**src/rtl/lsu_pkg.sv**
```systemverilog
// Shared definitions for the memory-stage load/store unit.
//   - lsu_state_t    : access sequencing states
//   - LSU_B/H/W/BU/HU: funct3 size/sign encodings
//   - LSU_BE_W       : byte-enable width of the data bus
//   - helpers        : size decode, byte-enable and store-lane generation
package lsu_pkg;

  localparam int REG_BUS  = 32;
  localparam int LSU_BE_W = 4;

  localparam logic [2:0] LSU_B  = 3'b000;
  localparam logic [2:0] LSU_H  = 3'b001;
  localparam logic [2:0] LSU_W  = 3'b010;
  localparam logic [2:0] LSU_BU = 3'b100;
  localparam logic [2:0] LSU_HU = 3'b101;

  typedef enum logic [1:0] {
    ST_IDLE = 2'd0,
    ST_REQ  = 2'd1,
    ST_RESP = 2'd2,
    ST_DONE = 2'd3
  } lsu_state_t;

  typedef enum logic [1:0] {
    SZ_B = 2'd0,
    SZ_H = 2'd1,
    SZ_W = 2'd2
  } lsu_size_t;

  // Unlisted funct3 codes fall back to a full word access.
  function automatic lsu_size_t lsu_size(input logic [2:0] f3);
    case (f3)
      LSU_B, LSU_BU: return SZ_B;
      LSU_H, LSU_HU: return SZ_H;
      default:       return SZ_W;
    endcase
  endfunction

  function automatic logic [LSU_BE_W-1:0] lsu_be(input logic [2:0] f3, input logic [1:0] off);
    case (lsu_size(f3))
      SZ_B:    return 4'b0001 << off;
      SZ_H:    return 4'b0011 << {off[1], 1'b0};
      default: return 4'b1111;
    endcase
  endfunction

  // Replicate the store operand across all lanes; byte enables pick the live one.
  function automatic logic [REG_BUS-1:0] lsu_store_data(input logic [2:0] f3, input logic [REG_BUS-1:0] wd);
    case (lsu_size(f3))
      SZ_B:    return {4{wd[7:0]}};
      SZ_H:    return {2{wd[15:0]}};
      default: return wd;
    endcase
  endfunction

endpackage

```
**src/rtl/dm_load_align.sv**
```systemverilog
// Combinational load-data aligner.
//   rdata    in  32  raw word from the data bus
//   offset   in   2  byte offset of the access within the word
//   funct3   in   3  size/sign encoding of the load
//   load_data out 32 lane-shifted, sign/zero-extended result
module dm_load_align
  import lsu_pkg::*;
(
  input  logic [REG_BUS-1:0] rdata,
  input  logic [1:0]         offset,
  input  logic [2:0]         funct3,
  output logic [REG_BUS-1:0] load_data
);

  logic [REG_BUS-1:0] shifted_s;

  // Bring the addressed byte/half down to bit 0, then extend.
  always_comb begin
    shifted_s = rdata >> {offset, 3'b000};
    case (funct3)
      LSU_B:   load_data = {{24{shifted_s[7]}}, shifted_s[7:0]};
      LSU_H:   load_data = {{16{shifted_s[15]}}, shifted_s[15:0]};
      LSU_BU:  load_data = {24'h000000, shifted_s[7:0]};
      LSU_HU:  load_data = {16'h0000, shifted_s[15:0]};
      default: load_data = shifted_s;
    endcase
  end

endmodule

```
**src/rtl/dm_lsu.sv**
```systemverilog
// Memory-stage load/store unit: issues one valid/ready bus request per
// load/store, stalls the pipeline until the single response beat arrives,
// and returns extended load data with a one-cycle completion pulse.
//   clk, reset(active-low async)          clock / reset
//   m_mem_read, m_mem_write, m_funct3,
//   m_addr, m_wdata                        memory-stage instruction
//   stall, misaligned                      combinational pipeline controls
//   load_valid, load_data                  completion towards writeback
//   dbus_req_*                             registered bus request
//   dbus_rsp_valid, dbus_rsp_rdata         bus response
module dm_lsu
  import lsu_pkg::*;
(
  input  logic                clk,
  input  logic                reset,
  input  logic                m_mem_read,
  input  logic                m_mem_write,
  input  logic [2:0]          m_funct3,
  input  logic [REG_BUS-1:0]  m_addr,
  input  logic [REG_BUS-1:0]  m_wdata,
  output logic                stall,
  output logic                misaligned,
  output logic                load_valid,
  output logic [REG_BUS-1:0]  load_data,
  output logic                dbus_req_valid,
  input  logic                dbus_req_ready,
  output logic                dbus_req_we,
  output logic [REG_BUS-1:0]  dbus_req_addr,
  output logic [REG_BUS-1:0]  dbus_req_wdata,
  output logic [LSU_BE_W-1:0] dbus_req_be,
  input  logic                dbus_rsp_valid,
  input  logic [REG_BUS-1:0]  dbus_rsp_rdata
);

  lsu_state_t         state_r;
  lsu_state_t         next_state_s;
  logic               access_s;
  logic               misaligned_s;
  logic               start_s;
  logic               stall_s;
  logic [2:0]         funct3_r;
  logic [1:0]         off_r;
  logic [REG_BUS-1:0] align_s;

  assign access_s   = m_mem_read | m_mem_write;
  assign stall      = stall_s;
  assign misaligned = misaligned_s;

  // Alignment check on the incoming instruction.
  always_comb begin
    misaligned_s = 1'b0;
    case (lsu_size(m_funct3))
      SZ_H:    misaligned_s = access_s & m_addr[0];
      SZ_W:    misaligned_s = access_s & (m_addr[1:0] != 2'b00);
      default: misaligned_s = 1'b0;
    endcase
  end

  // Next-state and stall decode.
  always_comb begin
    next_state_s = state_r;
    stall_s      = 1'b0;
    start_s      = 1'b0;
    case (state_r)
      ST_IDLE: begin
        if (access_s && !misaligned_s) begin
          next_state_s = ST_REQ;
          stall_s      = 1'b1;
          start_s      = 1'b1;
        end else begin
          next_state_s = ST_IDLE;
          stall_s      = 1'b0;
          start_s      = 1'b0;
        end
      end
      ST_REQ: begin
        stall_s = 1'b1;
        if (dbus_req_ready) begin
          next_state_s = ST_RESP;
        end else begin
          next_state_s = ST_REQ;
        end
      end
      ST_RESP: begin
        stall_s = 1'b1;
        if (dbus_rsp_valid) begin
          next_state_s = ST_DONE;
        end else begin
          next_state_s = ST_RESP;
        end
      end
      // Stall drops here so the instruction retires at the end of DONE
      // and IDLE sees the next one, never a re-issue.
      ST_DONE: begin
        next_state_s = ST_IDLE;
        stall_s      = 1'b0;
      end
      default: begin
        next_state_s = ST_IDLE;
        stall_s      = 1'b0;
      end
    endcase
  end

  // State register.
  always_ff @(posedge clk or negedge reset) begin
    if (!reset) begin
      state_r <= ST_IDLE;
    end else begin
      state_r <= next_state_s;
    end
  end

  dm_load_align u_align (
    .rdata     (dbus_rsp_rdata),
    .offset    (off_r),
    .funct3    (funct3_r),
    .load_data (align_s)
  );

  // Request fields and load result registers.
  always_ff @(posedge clk or negedge reset) begin
    if (!reset) begin
      dbus_req_valid <= 1'b0;
      dbus_req_we    <= 1'b0;
      dbus_req_addr  <= 32'h0000_0000;
      dbus_req_wdata <= 32'h0000_0000;
      dbus_req_be    <= 4'b0000;
      funct3_r       <= 3'b000;
      off_r          <= 2'b00;
      load_valid     <= 1'b0;
      load_data      <= 32'h0000_0000;
    end else begin
      load_valid <= 1'b0;
      case (state_r)
        ST_IDLE: begin
          if (start_s) begin
            dbus_req_valid <= 1'b1;
            dbus_req_we    <= m_mem_write;
            dbus_req_addr  <= {m_addr[31:2], 2'b00};
            dbus_req_wdata <= lsu_store_data(m_funct3, m_wdata);
            dbus_req_be    <= lsu_be(m_funct3, m_addr[1:0]);
            funct3_r       <= m_funct3;
            off_r          <= m_addr[1:0];
          end
        end
        ST_REQ: begin
          if (dbus_req_ready) begin
            dbus_req_valid <= 1'b0;
          end
        end
        ST_RESP: begin
          // Stores finish silently; only loads produce a completion pulse.
          if (dbus_rsp_valid && !dbus_req_we) begin
            load_valid <= 1'b1;
            load_data  <= align_s;
          end
        end
        default: begin
        end
      endcase
    end
  end

endmodule

```
**config.mk**
```make
export PLATFORM = sky130hd
export DESIGN_NAME = dm_lsu
export DESIGN_NICKNAME = d
export VERILOG_FILES = /design/src/rtl/lsu_pkg.sv /design/src/rtl/dm_load_align.sv /design/src/rtl/dm_lsu.sv
export SDC_FILE = /design/constraint.sdc
export NUM_CORES = 1
export LEC_CHECK = 0
export CAP_MARGIN = 20
export CORE_MARGIN = 4
export CORE_UTILIZATION = 46
export CTS_BUF_LIST = sky130_fd_sc_hd__clkbuf_16
export CTS_CLUSTER_DIAMETER = 30
export CTS_CLUSTER_SIZE = 14
export DETAILED_ROUTE_END_ITERATION = 6
export GPL_TIMING_DRIVEN = 1
export PLACE_DENSITY_LB_ADDON = 0.12
export RECOVER_POWER = 25
export SLEW_MARGIN = 25
export SYNTH_ARGS = -nofsm -noshare
export SYNTH_HDL_FRONTEND = slang
export SYNTH_SLANG_ARGS = --single-unit
```
**constraint.sdc**
```tcl
create_clock -name clk -period 4.1 [get_ports clk]
set_input_delay 0.82 -clock clk [delete_from_list [all_inputs] [get_ports clk]]
set_output_delay 0.82 -clock clk [all_outputs]
set_load 0.1 [all_outputs]
```
==> results of run 1 <==
metrics by stage:
step | hold WS (ns) | setup WS, ns
after floorplan | 0.487 | 0.127
after global placement | 0.460 | 0.883
after detailed placement | 0.470 | 0.841
after CTS | 0.487 | 0.828
after global routing | 0.497 | 0.390
final | 0.480 | 0.839
flip-flops by register name (all words and copies together) (netlist names), 2 cells and up, named ones only:
signal and count:
funct3_r 3, off_r 2, dbus_req_addr 30, dbus_req_wdata 32, dbus_req_be 4, load_data 32
metal layers:
metal,global-route usage,part of all wire,up-vias,wire length [µm]
li1,-,-,1969,-
met1,0.270,0.40,1952,5500
met2,0.364,0.49,144,6720
met3,0.0647,0.085,15,1160
met4,0.0673,0.017,0,235
met5,0,0,-,0
tightest hold or removal path: stages (launching register included):
cell and delay (ns):
dfrtp_1 0.34, nand2_1 0.04, o21ai_0 0.06
cell families after synthesis:
group                    count (synthesis)  synth area share
adder cells (fa/ha/maj)                  4           0.00997
multiplexers                            96             0.207
flip-flops                             108             0.538
other                                    1          0.000747
AND/OR/NAND/NOR                        117             0.102
AO/OA/AOI/OAI                           89             0.104
buffers and inverters                   38            0.0381
layout make-up:
cell class | count | area (µm²) | share of cell area
flip-flops and latches | 108 | 2700 | 0.361
repair buffers | 215 | 2160 | 0.289
multi-input cells | 308 | 2140 | 0.286
clock buffers | 9 | 225 | 0.0301
well taps | 136 | 170 | 0.0227
clock inverters | 7 | 56.3 | 0.00753
inverters | 7 | 26.3 | 0.00351
cell usage in the layout, fill, tap and decap left out, types with 7 or more instances in the layout:
cell and n:
dfrtp_1 107, nand2_1 45, mux2_2 52, mux2i_1 43, nand3_1 16, a21oi_1 28, clkbuf_16 9, o21ai_0 44
clkdlybuf4s50_1 204, inv_1 8, a221o_1 8, nor2_1 36, and2_1 7
how the worst max path moves through the flow:
stage                                 endpoint  slack, ns  depth (start not counted)
final                                    stall       0.84                          7
after global routing      off_r[0]$_DFFE_PN0P_       0.39                          2
after CTS                                stall       0.83                          7
after detailed placement                 stall       0.84                          7
after global placement                   stall       0.88                          7
after floorplan                     misaligned       0.13                          3
==> impl_metrics.yaml, run 1 <==
clocking:
  cts_sinks: 108
  cts_hold_buf: 0
  cts_buffer_depth: 2
  cts_tree: "built"
  cts_resized: 0
  path_clk_slew_ns: 0.07
  cts_setup_buffers: 0
  htree_num_levels: 3
  clock_latency_ns: 0.34
  cts_made_buffers: 9
  clockRootBuffer: "clkbuf_16"
placement:
  io_buffers: 207
  place_area_mm2: 0.00721
  dp_hpwl_um: 10200
  gp_congestion: 0.814
  dp_cells: 774
worst_setup_path:
  timing.rr.end: "load_data[25]$_DFFE_PN0P_"
  path_common_cell: "buf_4"
  critPathLaunch: "m_funct3[0]"
  rrSetupSlack_ns: 1.71
  end_kind: "primary output"
  slowest_delay_ns: 0.39
  critPathLaunchType: "primary input"
  path_cells: "clkdlybuf4s50_1 > buf_4 > nor2_1 > buf_4 > o22ai_1 > mux2i_1 > buf_12"
  cp_max_fo: 12
  path_class: "primary input to primary output"
  slowest_stage: "clkdlybuf4s50_1"
  required_ns: 3.28
  r2r_start: "state_r[0]$_DFF_PN0_"
  cp_num_buf_inv: 4
  cp_top_family: "buffers and inverters"
  rr_worst_depth: 5
  critical_path_arrival_ns: 2.44
layout:
  final_cell_area_mm2: 0.00748
  drive_gt1_frac: 0.125
  instances_no_fill: 790
  n_fill_cell: 814
  fin_nets: 758
  antenna_cells: 0
  fin_util: 0.715
  area.growth.synth_to_final_pct: 49.1
flow_run:
  max_cap_viol_count: 1
floorplan:
  num_io_pins: 210
  dieHeight_um: 112
  placementRows: 37
  initial_core_util: 0.480
  core-area_mm2: 0.0105
  die_area_mm2: 0.0126
  die_w_um: 112
drt:
  drc_errors: 0
  totalWireLength_um: 13600
  vias_per_cell: 5.16
  first_pass_iters: 4
  dr.first_iter.drc_count: 206
  ant_nets: 0
  routedWlPerCell_um: 17.2
  vias: 4080
grt:
  antenna_found_initial: 0
  grt_pass1_vias: 4298
  grt_max_degree: 109
  grt-ovfl-total: 0
  grt_pass1_wl_um: 22200
  grt_use_total: 0.217
sta:
  finalSetupViolations: 0
  tightest_slew_ns: 2.60
  setup-tns-final_ns: 0
  period_share: 0.795
  rsz0062_at_grt: "false"
  finalHoldViolCount: 0
  drv_slew: 109
  fin_skew_ns: 0.00813
  finalCriticalPeriod_ns: 3.26
  slew_headroom: -0.736
  fmax_mhz: 307
logic_synthesis:
  synth-edff-count: 0
  yosysWarnings: 0
  synth_area_leaders: "dfrtp_1 54%, mux2_2 12%, mux2i_1 8.6%"
  async_flop_share: 1.00
  synth_seq_cells: 108
  synth.avg_cell_area_um2: 11.1
  syn_area_mm2: 0.00502
  yosysTopAreaCell: "dfrtp_1"
  synth_cell_types: 34
  yosysSeqAreaShare: 0.538
  synth_flop_cell: "dfrtp_1"
  synth_most_common_cell: "dfrtp_1"
  synth.top_cell.area_share: 0.538
  synth_commonest_cells: "108 x dfrtp_1, 52 x mux2_2, 45 x nand2_1, 44 x o21ai_0, 43 x mux2i_1"
  synthesis.instances: 453
min_path:
  hold-path-endpoint: "dbus_req_wdata[18]$_DFFE_PN0P_"
  min_from: "dbus_req_wdata[18]$_DFFE_PN0P_"
  hold_class: "flip-flop to flip-flop"
  min_delay_path_depth: 2
run_status:
  outcome: "finished with violations"
  violations: "capacitance limit, slew limit"
Power of run 1 is left out: the tool's default activity adds up to more than one toggle a clock period on the data nets, which glitch-free logic cannot reach.
==> inputs of run 2 (changes only) <==
- CORE_UTILIZATION: 46 -> 43
- clock period: 4.1 -> 3.1 ns (I/O delays scaled with it)
==> impl_metrics.yaml, run 2 (synthesized netlist as in run 1, its figures left out) <==
sta:
  drv_slew: 30
  slew_headroom: -0.00568
  whs_ns: 0.479
  fin_ws_ns: 0.375
  finalSetupViolations: 0
  fmax_mhz: 367
  period_share: 0.879
  finalHoldViolCount: 0
  rsz0062_at_grt: "false"
  tightest_slew_ns: 1.51
  setup-tns-final_ns: 0
  finalCriticalPeriod_ns: 2.73
  fin_skew_ns: 0.00785
clocking:
  cts_hold_buf: 0
  htree_num_levels: 3
  cts_tree: "built"
  cts_sinks: 108
  cts_made_buffers: 9
  clockRootBuffer: "clkbuf_16"
  path_clk_slew_ns: 0.06
  cts_resized: 0
  cts_buffer_depth: 2
  clock_latency_ns: 0.34
  cts_setup_buffers: 0
drt:
  vias: 4059
  first_pass_iters: 4
  ant_nets: 0
  totalWireLength_um: 13200
  routedWlPerCell_um: 16.4
  vias_per_cell: 5.05
  dr.first_iter.drc_count: 311
  drc_errors: 0
worst_setup_path:
  critPathLaunchType: "primary input"
  path_class: "primary input to primary output"
  slowest_stage: "clkdlybuf4s50_1"
  critPathLaunch: "m_funct3[1]"
  worst-path-stages: 5
  end_kind: "primary output"
  cp_num_buf_inv: 2
  critical_path_arrival_ns: 2.11
  rrSetupSlack_ns: 0.97
  cp_top_family: "buffers and inverters"
  required_ns: 2.48
  path_cells: "clkdlybuf4s50_1 > nor2_1 > o22ai_1 > mux2i_2 > buf_12"
  setup.worst_path.end: "stall"
  cp_max_fo: 4
  r2r_start: "state_r[0]$_DFF_PN0_"
  timing.rr.end: "load_data[27]$_DFFE_PN0P_"
  slowest_delay_ns: 0.44
  rr_worst_depth: 6
grt:
  grt-ovfl-total: 0
  grt_use_total: 0.200
  antenna_found_initial: 0
  grt_pass1_wl_um: 21000
  grt_pass1_vias: 4139
  grt_max_degree: 69
layout:
  mostFrequentLayoutCells: "113 x buf_4, 108 x dfrtp_1, 103 x clkdlybuf4s50_1, 52 x mux2_2, 45 x nand2_1"
  area.growth.synth_to_final_pct: 45.6
  mostFrequentLayoutCell: "buf_4"
  antenna_cells: 0
  drive_gt1_frac: 0.288
  fin_nets: 764
  top_regs: "dbus_req_wdata x32, load_data x32, dbus_req_addr x30"
  instances_no_fill: 803
min_path:
  hold_class: "flip-flop to flip-flop"
floorplan:
  num_io_pins: 210
  core-area_mm2: 0.0114
  initial_core_util: 0.440
  dieHeight_um: 116
  die_area_mm2: 0.0135
  placementRows: 39
  die_w_um: 116
placement:
  gp_congestion: 0.851
  io_buffers: 207
  dp_slack_ns: 0.399
  dp_hpwl_um: 10100
  dp_cells: 787
run_status:
  outcome: "finished with violations"
  violations: "capacitance limit, slew limit"
flow_run:
  max_cap_viol_count: 1
run 2: how the worst min path moves through the flow:
stage	startpoint	endpoint	slack (ns)	cells past startpoint
6_report	load_data[4]$_DFFE_PN0P_	load_data[4]$_DFFE_PN0P_	0.48	2
5_1_grt	dbus_req_be[3]$_DFFE_PN0P_	dbus_req_be[3]$_DFFE_PN0P_	0.50	2
4_1_cts	reset	load_valid$_DFF_PN0_	0.19	1
3_5_place_dp	dbus_req_be[0]$_DFFE_PN0P_	dbus_req_be[0]$_DFFE_PN0P_	0.47	2
3_3_place_gp	dbus_req_wdata[11]$_DFFE_PN0P_	dbus_req_wdata[11]$_DFFE_PN0P_	0.46	2
2_1_floorplan	reset	async pin	0.32	0
run 2: cell type report:
cell class	instances	area, µm²
Inverter	7	26.3
Timing Repair Buffer	221	1950
Sequential cell	108	2700
Clock buffer	9	225
Fill cell	948	4110
Multi-Input combinational cell	308	2150
Tap cell	143	179
Clock inverter	7	75.1
run 2: per-stage QoR:
step           area [µm²]  utilization
2_1_floorplan        5030            -
3_5_place_dp         7020        0.615
3_3_place_gp         7020        0.615
4_1_cts              7320        0.641
6_report             7310        0.640
5_1_grt              7310        0.640
run 2: routing by layer:
metal / vias up / global-route usage / part of all wire
met5: - / 0 / 0
met3: 12 / 0.0527 / 0.085
met4: 0 / 0.0634 / 0.015
met1: 1930 / 0.266 / 0.42
met2: 134 / 0.321 / 0.48
li1: 1983 / - / -
run 2: worst reg2reg max path: cells and delay by family, from the launching register on:
| kind | cells | cell delay, ns |
|---|---|---|
| DFF | 1 | 0.41 |
| AOI/OAI and AO/OA | 1 | 0.27 |
| adders and majority gates | 1 | 0.19 |
| and+or+nand+nor | 2 | 0.87 |
| buffers and inverters | 2 | 0.33 |
Power of run 2 is left out for the same reason.
